File: src/rtl/tone_pkg.sv
// tone_pkg: shared state/class types, default timing constants and period classifier.
package tone_pkg;

    typedef enum logic [1:0] {IDLE, ARMED, CAND, LOCK} state_t;
    typedef enum logic [1:0] {FAST, SLOW, INVALID} class_t;

    localparam int HALF_FAST_DEF = 100_000;
    localparam int HALF_SLOW_DEF = 1_000_000;
    localparam int TOL_DEF       = 1_000;
    localparam int TIMEOUT_DEF   = 1_500_000;

    function automatic class_t classify(input logic [31:0] m, input int fast, input int slow, input int tol);
        longint v;
        v = longint'(m);
        return (v >= longint'(fast - tol) && v <= longint'(fast + tol)) ? FAST
             : (v >= longint'(slow - tol) && v <= longint'(slow + tol)) ? SLOW : INVALID;
    endfunction

endpackage

File: src/rtl/sync_edge.sv
// sync_edge: two-flop synchronizer plus edge flop; pulse on either tone_in transition.
module sync_edge (
    input  logic clk,
    input  logic rst_n,
    input  logic tone_in,
    output logic pulse
);

    logic [2:0] sr;

    always_ff @(posedge clk or negedge rst_n)
        if (!rst_n) sr <= '0;
        else sr <= {sr[1:0], tone_in};

    assign pulse = sr[1] ^ sr[2];

endmodule

File: src/rtl/tone_decoder.sv
// tone_decoder: measures tone_in half-periods and locks onto the fast or slow tone.
module tone_decoder
    import tone_pkg::*;
#(
    parameter int HALF_FAST = HALF_FAST_DEF,
    parameter int HALF_SLOW = HALF_SLOW_DEF,
    parameter int TOL       = TOL_DEF,
    parameter int TIMEOUT   = TIMEOUT_DEF
) (
    input  logic        clk,
    input  logic        rst_n,
    input  logic        tone_in,
    output logic        tone_valid,
    output logic        tone_sel,
    output logic [31:0] half_period,
    output logic        err,
    output logic        lost
);

    if (2 * TOL >= HALF_SLOW - HALF_FAST || TIMEOUT <= HALF_SLOW + TOL) begin : g_param_check
        $error("tone_decoder: tolerance windows overlap or TIMEOUT too short");
    end

    logic        pulse;
    logic        tout;
    logic        cand;
    logic        nc;
    logic        bad;
    logic [31:0] cnt;
    logic [31:0] m;
    class_t      cls;
    state_t      state;
    state_t      ns;

    sync_edge u_sync (.clk(clk), .rst_n(rst_n), .tone_in(tone_in), .pulse(pulse));

    // m counts the edge cycle itself, so edges N cycles apart measure N
    assign m    = cnt + 32'd1;
    assign cls  = classify(m, HALF_FAST, HALF_SLOW, TOL);
    assign tout = !pulse && cnt == 32'(TIMEOUT - 1);

    always_comb begin
        ns  = state;
        nc  = cand;
        bad = 1'b0;
        if (pulse) begin
            if (state == IDLE) ns = ARMED;
            else if (cls == INVALID) begin
                ns  = ARMED;
                bad = 1'b1;
            end else begin
                nc = cls == FAST;
                ns = (state != ARMED && nc == cand) ? LOCK : CAND;
            end
        end else if (tout) ns = IDLE;
    end

    always_ff @(posedge clk or negedge rst_n)
        if (!rst_n) begin
            state       <= IDLE;
            cand        <= 1'b0;
            cnt         <= '0;
            tone_valid  <= 1'b0;
            tone_sel    <= 1'b0;
            half_period <= '0;
            err         <= 1'b0;
            lost        <= 1'b0;
        end else begin
            state      <= ns;
            cand       <= nc;
            cnt        <= pulse ? '0 : (cnt == 32'(TIMEOUT) ? cnt : cnt + 32'd1);
            tone_valid <= ns == LOCK;
            tone_sel   <= ns == LOCK && nc;
            err        <= bad;
            lost       <= tout && state == LOCK;
            if (pulse && state != IDLE) half_period <= m;
        end

endmodule
File: config.mk
export PLATFORM = sky130hd
export DESIGN_NAME = tone_decoder
export DESIGN_NICKNAME = d
export VERILOG_FILES = /design/src/rtl/tone_pkg.sv /design/src/rtl/sync_edge.sv /design/src/rtl/tone_decoder.sv
export SDC_FILE = /design/constraint.sdc
export NUM_CORES = 1
export LEC_CHECK = 0
export CAP_MARGIN = 20
export CORE_MARGIN = 2
export CORE_UTILIZATION = 35
export DETAILED_ROUTE_END_ITERATION = 8
export GPL_ROUTABILITY_DRIVEN = 0
export SYNTH_ARGS = -nofsm -noshare
export SYNTH_HDL_FRONTEND = slang
export SYNTH_SLANG_ARGS = --single-unit
export TNS_END_PERCENT = 10
File: constraint.sdc
create_clock -name clk -period 2.85 [get_ports clk]
set_clock_uncertainty 0.2 [all_clocks]
set_input_delay 0.57 -clock clk [delete_from_list [all_inputs] [get_ports clk]]
set_output_delay 0.57 -clock clk [all_outputs]
set_load 0.03 [all_outputs]
==> reports/results.txt, run 1 <==
Port Buffer Count - 38
setup ws final - -0.2543 ns
total grt overflow - 0
Hold WC Path Type - reg2reg
# H-tree levels - 3
Post-Syn Area - 0.004190 mm^2
total of max-cap violations - 0
Ys Warns - 0
clock sinks - 74
Pre-antenna DRT Iters - 4
Via density - 5.413
Lkg Pwr - 2.483 nW
RSZ-0062 raised after global routing - yes
Slowest cell on crit path - dfrtp_1
Peak VDD IR - 0.0002646 V
DRC - 0
die area - 0.01286 mm^2
WP data arrival - 3.15 ns
Logic pwr share - 10.9%
Int Power - 1.941 mW
CTS Root Cell - clkbuf_16
count leader, synth - dfrtp_1
share of cells above drive strength 1 - 28.09%
Longest Clk Path Bufs - 2
post-synth top area share - 44.19%
critical path launch point type - flop
Worst-Margin Slew - 0.9334 ns
fin area - 0.005861 mm^2
Chip Width - 113.4 um
failing checks - setup timing
number of global-route vias before repair - 4,086
pre-CTS WS - -0.3053 ns
P&R area growth vs syn - 39.86%
final antenna-violating net count - 0
core region area - 0.01156 mm^2
Critical Path Sink Type - flop
post-DR wirelength/cell - 16.60 um
Reg clk slew, reported paths - 0.06 ns
CTS tree - done
synth cell count leaders - 74 x dfrtp_1, 58 x nand2_1, 49 x nor2_1, 40 x o21ai_0, 21 x xnor2_1
Reg power frac - 42.4%
Synth area leaders - dfrtp_1 44%, nand2_1 5.2%, o21ai_0 4.8%
diode count - 0
Critical Path Max Stage Delay - 0.35 ns
Initial Utilization - 36.23%
instance area at placement - 0.005408 mm^2
vias post-DR - 3,973
Final Setup Violations - 6
status - complete, but fails checks
synthesized area per cell - 9.031 um^2
syn nets - 469
EDFF count, synth - 0
CP required - 2.90 ns
Hold Fails Final Rpt - 0
Synth cell types - 64
worst rel slew slack - 37.77%
critical path cell sequence - buf_4 > inv_1 > ha_1 > nand4b_1 > o22ai_2 > nand3_1 > o32a_4 > a2111oi_4 > mux2i_2 > o32ai_2 > a211oi_2
Final Max Slew Viols - 0
first-pass GRT wire length - 20.19 mm
ys async rst share - 100.0%
DRT iter0 DRCs - 209
crit path max fanout - 11
crit share post-route - 108.9%
row count - 39
initial antenna violation count - 0
Power Dens Cells - 440.5 mW/mm^2
ys flop type - dfrtp_1
All-Layer GR Usage - 19.75%
switching share of power - 24.81%
Clock power frac - 46.6%
Yosys top cell by area - dfrtp_1
Synth Register Bits - 74
later-pin clock latency in the skew report - 0.34 ns
register area share after synthesis - 44.19%
Die H - 113.4 um
I/O pin total - 39
Max Freq - 0.3221 GHz
type of the worst setup path - reg2reg
Mapped Cells - 464
largest net degree at the start of global routing - 75
HPWL after detailed placement - 8.900 mm
Switch Pwr - 0.6406 mW
Tmin final - 3.104 ns
Final #Nets - 591
Finished Core Util - 50.68%
Post-Route Setup TNS - -0.8750 ns
Hold Slack - 0.1530 ns
Num CTS Buffers - 9
DRT Wirelength - 12.19 mm
routing by layer:
metal / track usage (%) / part of all wire (%)
met2: 31.46 / 47
met4: 11.79 / 4.8
met3: 3.135 / 4.9
met5: 0 / 0
met1: 25.44 / 43
power groups by stage:
stage                     registers [mW]  clock network (mW)  logic [mW]
final                               1.09                1.20       0.283
after global routing                1.10                1.27       0.308
after global placement              1.11                   0       0.271
after floorplan                     1.14                   0       0.121
after detailed placement            1.11                   0       0.275
after CTS                           1.10                1.23       0.280
placed cells by master, fill, tap and decap left out, types with 3 or more instances in the layout:
cell,instances
and4_1,6
nand2_1,57
a31o_2,3
xor2_1,14
nor2_1,47
and2_1,5
and3_1,12
nand4_1,15
a31oi_1,6
buf_4,104
nand2b_1,4
nor4b_1,4
dfrtp_1,74
nor3_2,5
clkdlybuf4s50_1,37
xnor2_1,19
nor3_1,5
nand3_1,14
nand4b_1,3
nor4_1,8
o21ai_0,38
inv_1,10
clkbuf_16,9
a21oi_1,10
nor2b_1,3
a211oi_1,4
o31a_1,3
metrics by stage:
step | cells | power (mW)
2_1_floorplan | 464 | 1.260
3_3_place_gp | 717 | 1.385
3_5_place_dp | 717 | 1.390
4_1_cts | 734 | 2.606
5_1_grt | 734 | 2.678
6_report | 734 | 2.582
kinds of logic (layout without fill, tap and decap cells):
group / Yosys count / after routing / share of synthesized area, %
compound gates: 98 / 98 / 16.18
xor+xnor: 35 / 35 / 7.316
fa+ha+maj: 2 / 2 / 0.5971
buf+inv: 41 / 168 / 4.599
flops: 74 / 74 / 44.19
mux: 2 / 2 / 0.4778
simple gates: 212 / 212 / 26.64
state kept, by name (all words and copies together), names as in the netlist:
| register | cells |
|---|---|
| cand | 1 |
| cnt | 32 |
| err | 1 |
| half_period | 32 |
| lost | 1 |
| state | 2 |
| tone_sel | 1 |
| tone_valid | 1 |
| u_sync.sr | 3 |
path summary, 6_finish.rpt:
path	startpoint	to	slack, ns	cells after the start
worst max register to register	cnt[0]	tone_sel	-0.25	11
max in group asynchronous	rst_n	cnt[17]	1.67	1
min in group asynchronous	rst_n	half_period[2]	0.18	1
worst min-delay path	u_sync.sr[0]	u_sync.sr[1]	0.15	0
worst min register to register	u_sync.sr[0]	u_sync.sr[1]	0.15	0
worst max-delay path	cnt[0]	tone_sel	-0.25	11
critical path, delay by kind of cell, from the launching register on:
family	cells	cell delay, ns
AOI/OAI and AO/OA	5	1.22
DFF	1	0.35
adders and majority gates	1	0.33
muxes	1	0.33
and+or+nand+nor	2	0.33
buffers and inverters	2	0.25
final cells by class:
cell class,count,area (um^2)
Clock buffer,9,225.2
Clock inverter,7,93.84
Fill cell,1073,5704
Inverter,10,37.54
Multi-Input combinational cell,349,2311
Sequential cell,74,1852
Tap cell,143,178.9
Timing Repair Buffer,142,1162
what timing repair did:
item,in CTS,in global routing
buffers inserted,1,0
pin swaps,4,6
hold buffers,0,0
setup endpoints to repair,6,6
gates resized for setup,12,16
Power figures use the tool's default switching activity.
==> inputs of run 2 (changes only) <==
--- a/config.mk
+++ b/config.mk
@@ -5,9 +5,10 @@
 export SDC_FILE = /design/constraint.sdc
 export NUM_CORES = 1
 export LEC_CHECK = 0
-export CAP_MARGIN = 20
+export CAP_MARGIN = 40
 export CORE_MARGIN = 2
 export CORE_UTILIZATION = 35
+export CTS_CLUSTER_DIAMETER = 100
 export DETAILED_ROUTE_END_ITERATION = 8
 export GPL_ROUTABILITY_DRIVEN = 0
 export SYNTH_ARGS = -nofsm -noshare
==> run 2 against run 1 <==
Effect of this change: the flow still finishes with violations (setup timing); sequential cell count stayed put; combinational power is 5% higher; setup slack worse by 0.020 ns; design area is 1.8% higher; critical path depth stayed put; sequential share of layout area is 0.55 points lower; final cell count is 0.54% higher; global-route usage hardly changed; register-to-register slack worse by 0.02 ns; core utilization is 0.90 points higher; first-iteration DRC count is 26% higher; largest power group unchanged.
==> reports/results.txt, run 2 (synthesized netlist as in run 1, its figures left out) <==
status - complete, but fails checks (unchanged)
failing checks - setup timing (unchanged)
Power Dens Cells - 435.2 mW/mm^2 (was 440.5 mW/mm^2)
RSZ-0062 raised after global routing - yes (unchanged)
Worst Hold Endpoint - u_sync.sr[1] (unchanged)
Worst Hold Path Cells - 0 (unchanged)
crit-path leading delay family - compound AO/OA/AOI/OAI gates (unchanged)
Tmin final - 3.124 ns (was 3.104 ns)
total power - 2.596 mW (was 2.582 mW)
diode count - 0 (unchanged)
# H-tree levels - 3 (unchanged)
DRT iter0 DRCs - 263 (was 209)
Final Max Slew Viols - 0 (unchanged)
reg2reg setup slack - -0.27 ns (was -0.25 ns)
reg-to-reg startpoint - cnt[1] (was cnt[0])
die area - 0.01286 mm^2 (unchanged)
r2r endpoint - tone_sel (unchanged)
crit path max fanout - 6 (was 11)
DRC - 0 (unchanged)
number of global-route vias before repair - 4,047 (was 4,086)
WP data arrival - 3.17 ns (was 3.15 ns)
CTS Root Cell - clkbuf_16 (unchanged)
Critical Path Sink Type - flop (unchanged)
Pre-antenna DRT Iters - 5 (was 4)
Die H - 113.4 um (unchanged)
later-pin clock latency in the skew report - 0.34 ns (about the same)
pre-CTS WS - -0.2922 ns (was -0.3053 ns)
worst rel slew slack - 61.38% (was 37.77%)
P&R area growth vs syn - 42.34% (was 39.86%)
Switch Pwr - 0.6439 mW (was 0.6406 mW)
R2R depth - 11 (unchanged)
Max Freq - 0.3201 GHz (was 0.3221 GHz)
Slowest cell on crit path - dfrtp_1 (unchanged)
type of the worst setup path - reg2reg (unchanged)
I/O pin total - 39 (unchanged)
Longest Clk Path Bufs - 2 (unchanged)
most common cell after layout, fill and taps aside - buf_4 (unchanged)
Port Buffer Count - 38 (unchanged)
Top Registers - cnt: 32 flops, half_period: 32 flops, u_sync.sr: 3 flops (unchanged)
final antenna-violating net count - 0 (unchanged)
Worst-Margin Slew - 0.5774 ns (was 0.9334 ns)
switching share of power - 24.80% (was 24.81%)
multi-input logic area - 0.002347 mm^2 (was 0.002311 mm^2)
CTS tree - done (unchanged)
HPWL after detailed placement - 9.009 mm (was 8.900 mm)
clock sinks - 74 (unchanged)
All-Layer GR Usage - 19.76% (was 19.75%)
Hold Slack - 0.1550 ns (was 0.1530 ns)
Clock power frac - 46.3% (was 46.6%)
fillers - 1,066 (was 1,073)
Finished Core Util - 51.57% (was 50.68%)
Hold WC Path Type - reg2reg (unchanged)
setup ws final - -0.2742 ns (was -0.2543 ns)
CP required - 2.90 ns (about the same)
post-DR wirelength/cell - 16.40 um (was 16.60 um)
Initial Utilization - 36.23% (unchanged)
Int Power - 1.952 mW (was 1.941 mW)
core region area - 0.01156 mm^2 (unchanged)
critical path launch point type - flop (unchanged)
vias post-DR - 3,979 (was 3,973)
Chip Width - 113.4 um (unchanged)
Buffers & Inverters on Critical Path - 1 (was 2)
Reg clk slew, reported paths - 0.06 ns (about the same)
Hold Fails Final Rpt - 0 (unchanged)
Num CTS Buffers - 9 (unchanged)
Logic pwr share - 11.4% (was 10.9%)
first-pass GRT wire length - 20.08 mm (was 20.19 mm)
Critical Path Max Stage Delay - 0.42 ns (was 0.35 ns)
Final #Nets - 595 (was 591)
initial antenna violation count - 0 (unchanged)
Reg power frac - 42.3% (was 42.4%)
Peak VDD IR - 0.0003660 V (was 0.0002646 V)
row count - 39 (unchanged)
critical hold path startpoint - u_sync.sr[0] (unchanged)
DRT Wirelength - 12.11 mm (was 12.19 mm)
total of max-cap violations - 0 (unchanged)
crit share post-route - 109.6% (was 108.9%)
Via density - 5.392 (was 5.413)
Final Setup Violations - 6 (unchanged)
critical path cell sequence - ha_4 > nand4_1 > buf_6 > nor3_1 > o21bai_1 > and2_4 > o32a_4 > a2111oi_4 > mux2i_2 > o32ai_2 > a211oi_2 (was buf_4 > inv_1 > ha_1 > nand4b_1 > o22ai_2 > nand3_1 > o32a_4 > a2111oi_4 > mux2i_2 > o32ai_2 > a211oi_2)
sequential cell area - 0.001852 mm^2 (unchanged)
total grt overflow - 0 (unchanged)
most frequent cells in the layout - 102 x buf_4, 74 x dfrtp_1, 57 x nand2_1, 47 x nor2_1, 38 x o21ai_0 (was 104 x buf_4, 74 x dfrtp_1, 57 x nand2_1, 47 x nor2_1, 38 x o21ai_0)
share of cells above drive strength 1 - 28.91% (was 28.09%)
Lkg Pwr - 2.550 nW (was 2.483 nW)
largest net degree at the start of global routing - 65 (was 75)
-- run 2: cell count changes in the layout (fill, tap and decap cells not counted), sizes merged --
cell and delta:
dlygate4sd3 +1, buf +3
-- run 2: repair_timing --
action,CTS,global route
hold endpoints to repair,30,0
setup buffers,1,2
gates resized for setup,15,24
pin swaps,2,9
endpoints found under the setup margin,6,6
hold buffers,1,0
-- run 2: power groups by stage --
| stage | registers, mW | clock network, mW | logic (mW) |
|---|---|---|---|
| 2_1_floorplan | 1.14 | 0 | 0.121 |
| 3_3_place_gp | 1.11 | 0 | 0.271 |
| 3_5_place_dp | 1.11 | 0 | 0.280 |
| 4_1_cts | 1.10 | 1.23 | 0.288 |
| 5_1_grt | 1.10 | 1.29 | 0.323 |
| 6_report | 1.10 | 1.20 | 0.296 |
-- run 2: final cells by class --
cell class,instances,area share (%)
Clock buffer,9,3.776
Clock inverter,7,1.573
Inverter,10,0.6293
Multi-Input combinational cell,349,39.35
Sequential cell,74,31.05
Tap cell,143,3.000
Timing Repair Buffer,146,20.62
-- run 2: worst max path at each step --
stage,from,endpoint,slack (ns),cells after the start
CTS,cnt[0],tone_sel,-0.23,11
finish,cnt[1],tone_sel,-0.27,11
floorplan,cnt[10],tone_sel,0.005,10
global placement,cnt[0],tone_valid,-0.24,12
detailed placement,cnt[0],tone_sel,-0.29,11
global route,cnt[1],tone_sel,-0.42,12
-- run 2: per-layer routing --
layer / track usage, % / vias to the layer above / wire, um
met3: 4.198 / 34 / 634
met4: 9.593 / 0 / 459
met1: 25.33 / 1897 / 5214
li1: - / 1921 / -
met2: 31.90 / 127 / 5797
met5: 0 / - / 0
-- run 2: through the flow --
stage | cell area, um^2 | instances | TNS, ns
floorplan | 4242 | 464 | 0
global placement | 5408 | 717 | -1.163
detailed placement | 5435 | 718 | -1.205
CTS | 5828 | 736 | -1.059
global route | 5964 | 738 | -2.188
finish | 5964 | 738 | -1.160
==> inputs of run 3 (changes only) <==
--- a/config.mk
+++ b/config.mk
@@ -8,9 +8,10 @@
 export CAP_MARGIN = 40
 export CORE_MARGIN = 2
 export CORE_UTILIZATION = 35
-export CTS_CLUSTER_DIAMETER = 100
+export CTS_CLUSTER_DIAMETER = 40
 export DETAILED_ROUTE_END_ITERATION = 8
 export GPL_ROUTABILITY_DRIVEN = 0
+export REMOVE_ABC_BUFFERS = 1
 export SYNTH_ARGS = -nofsm -noshare
 export SYNTH_HDL_FRONTEND = slang
 export SYNTH_SLANG_ARGS = --single-unit
==> run 3 against run 2 <==
Effect of this change: the flow still finishes with violations (setup timing); global-route usage rose by 1.3 points; count of clock-buffer cells in the layout rose by 2; first-iteration DRC count is 14% higher; total power up 4.7%; highest routed layer unchanged; core utilization grew 2.3 points.
==> reports/results.txt, run 3 (synthesized netlist as in run 1, its figures left out) <==
Longest Clk Path Bufs - 2 (unchanged)
total of max-cap violations - 0 (unchanged)
DRT iter0 DRCs - 300 (was 263)
Die H - 113.4 um (unchanged)
most frequent cells in the layout - 118 x buf_4, 72 x dfrtp_1, 56 x nand2_1, 46 x nor2_1 (was 102 x buf_4, 74 x dfrtp_1, 57 x nand2_1, 47 x nor2_1, 38 x o21ai_0)
Hold Fails Final Rpt - 0 (unchanged)
status - complete, but fails checks (unchanged)
sequential cell area - 0.001854 mm^2 (was 0.001852 mm^2)
Critical Path Sink Type - flop (unchanged)
crit share post-route - 107.7% (was 109.6%)
Final Max Slew Viols - 0 (unchanged)
worst rel slew slack - 51.97% (was 61.38%)
total grt overflow - 0 (unchanged)
Num CTS Buffers - 9 (unchanged)
Peak VDD IR - 0.0002823 V (was 0.0003660 V)
Final #Nets - 614 (was 595)
most common cell after layout, fill and taps aside - buf_4 (unchanged)
Hold WC Path Type - in2async (was reg2reg)
Post-Route Setup TNS - -0.7432 ns (was -1.160 ns)
P&R area growth vs syn - 48.70% (was 42.34%)
diode count - 0 (unchanged)
HPWL after detailed placement - 8.785 mm (was 9.009 mm)
Initial Utilization - 36.23% (unchanged)
clock sinks - 74 (unchanged)
Tmin final - 3.069 ns (was 3.124 ns)
core region area - 0.01156 mm^2 (unchanged)
multi-input logic area - 0.002427 mm^2 (was 0.002347 mm^2)
Lkg Pwr - 2.667 nW (was 2.550 nW)
failing checks - setup timing (unchanged)
Top Registers - cnt: 32 flops, half_period: 32 flops, u_sync.sr: 3 flops (unchanged)
Final Setup Violations - 5 (was 6)
row count - 39 (unchanged)
crit path max fanout - 8 (was 6)
# H-tree levels - 3 (unchanged)
Chip Width - 113.4 um (unchanged)
total power - 2.718 mW (was 2.596 mW)
die area - 0.01286 mm^2 (unchanged)
number of global-route vias before repair - 4,303 (was 4,047)
CP required - 2.92 ns (was 2.90 ns)
first-pass GRT wire length - 21.22 mm (was 20.08 mm)
DRT Wirelength - 12.73 mm (was 12.11 mm)
later-pin clock latency in the skew report - 0.36 ns (was 0.34 ns)
largest net degree at the start of global routing - 75 (was 65)
Via density - 5.452 (was 5.392)
fillers - 1,062 (was 1,066)
initial antenna violation count - 0 (unchanged)
Power Dens Cells - 436.3 mW/mm^2 (was 435.2 mW/mm^2)
Reg clk slew, reported paths - 0.06 ns (about the same)
post-DR wirelength/cell - 16.82 um (was 16.40 um)
CTS Root Cell - clkbuf_16 (unchanged)
vias post-DR - 4,127 (was 3,979)
Port Buffer Count - 38 (unchanged)
DRC - 0 (unchanged)
Pre-antenna DRT Iters - 4 (was 5)
Worst-Margin Slew - 0.7138 ns (was 0.5774 ns)
Finished Core Util - 53.88% (was 51.57%)
All-Layer GR Usage - 21.10% (was 19.76%)
I/O pin total - 39 (unchanged)
share of cells above drive strength 1 - 33.22% (was 28.91%)
setup ws final - -0.2190 ns (was -0.2742 ns)
RSZ-0062 raised after global routing - yes (unchanged)
WP data arrival - 3.14 ns (was 3.17 ns)
critical path launch point type - flop (unchanged)
final antenna-violating net count - 0 (unchanged)
pre-CTS WS - -0.4080 ns (was -0.2922 ns)
CTS tree - done (unchanged)
type of the worst setup path - reg2reg (unchanged)
Hold Slack - 0.02902 ns (was 0.1550 ns)
Max Freq - 0.3258 GHz (was 0.3201 GHz)
[run 3: power by group]
| group | total, mW | switching [mW] | internal [mW] |
|---|---|---|---|
| clock | 1.29 | 0.467 | 0.818 |
| sequential | 1.10 | 0.0208 | 1.08 |
| combinational | 0.336 | 0.200 | 0.135 |
[run 3: per-layer routing]
layer  up-vias  track usage, %  part of all wire (%)
met5         -               0                     0
met4         0           13.58                   5.9
met3        58           5.473                   5.5
met2       146           33.05                    46
met1      1967           25.87                    43
li1       1956               -                     -
[run 3: stage by stage]
step / cells / cell area [um^2]
2_1_floorplan: 433 / 4035
3_3_place_gp: 724 / 5454
3_5_place_dp: 724 / 5454
4_1_cts: 756 / 6160
5_1_grt: 757 / 6231
6_report: 757 / 6231
[run 3: final timing paths]
kind,to,slack (ns),start,depth (start not counted)
min in group clk,u_sync.sr[1],0.15,u_sync.sr[0],0
min,half_period[2],0.03,rst_n,2
max,tone_sel,-0.22,cnt[1],10
min reg2reg,u_sync.sr[1],0.15,u_sync.sr[0],0
max in group asynchronous,cnt[19],2.11,rst_n,2
max reg2reg,tone_sel,-0.22,cnt[1],10
[run 3: layout make-up]
type	count	area share (%)
multi-input combinational	349	38.96
sequential	74	29.76
timing repair buffer	165	22.39
clock buffer	11	4.056
tap	143	2.871
clock inverter	5	1.365
inverter	10	0.6024
[run 3: timing repair]
action / CTS / global route
setup buffers: 16 / 1
gates resized for setup: 50 / 15
endpoints found under the hold margin: 0 / 0
pin swaps: 22 / 5
endpoints found under the setup margin: 6 / 6
hold buffers: 0 / 0
[run 3: critical path, cell delays in order, from the launching register on]
cell       delay, ns
dfrtp_1         0.39
ha_2            0.21
buf_6           0.14
a2111oi_4       0.39
o211a_1         0.26
nand3_2         0.09
o32a_4          0.34
a2111oi_4       0.35
mux2i_2         0.32
o32ai_2         0.13
a211oi_2        0.15
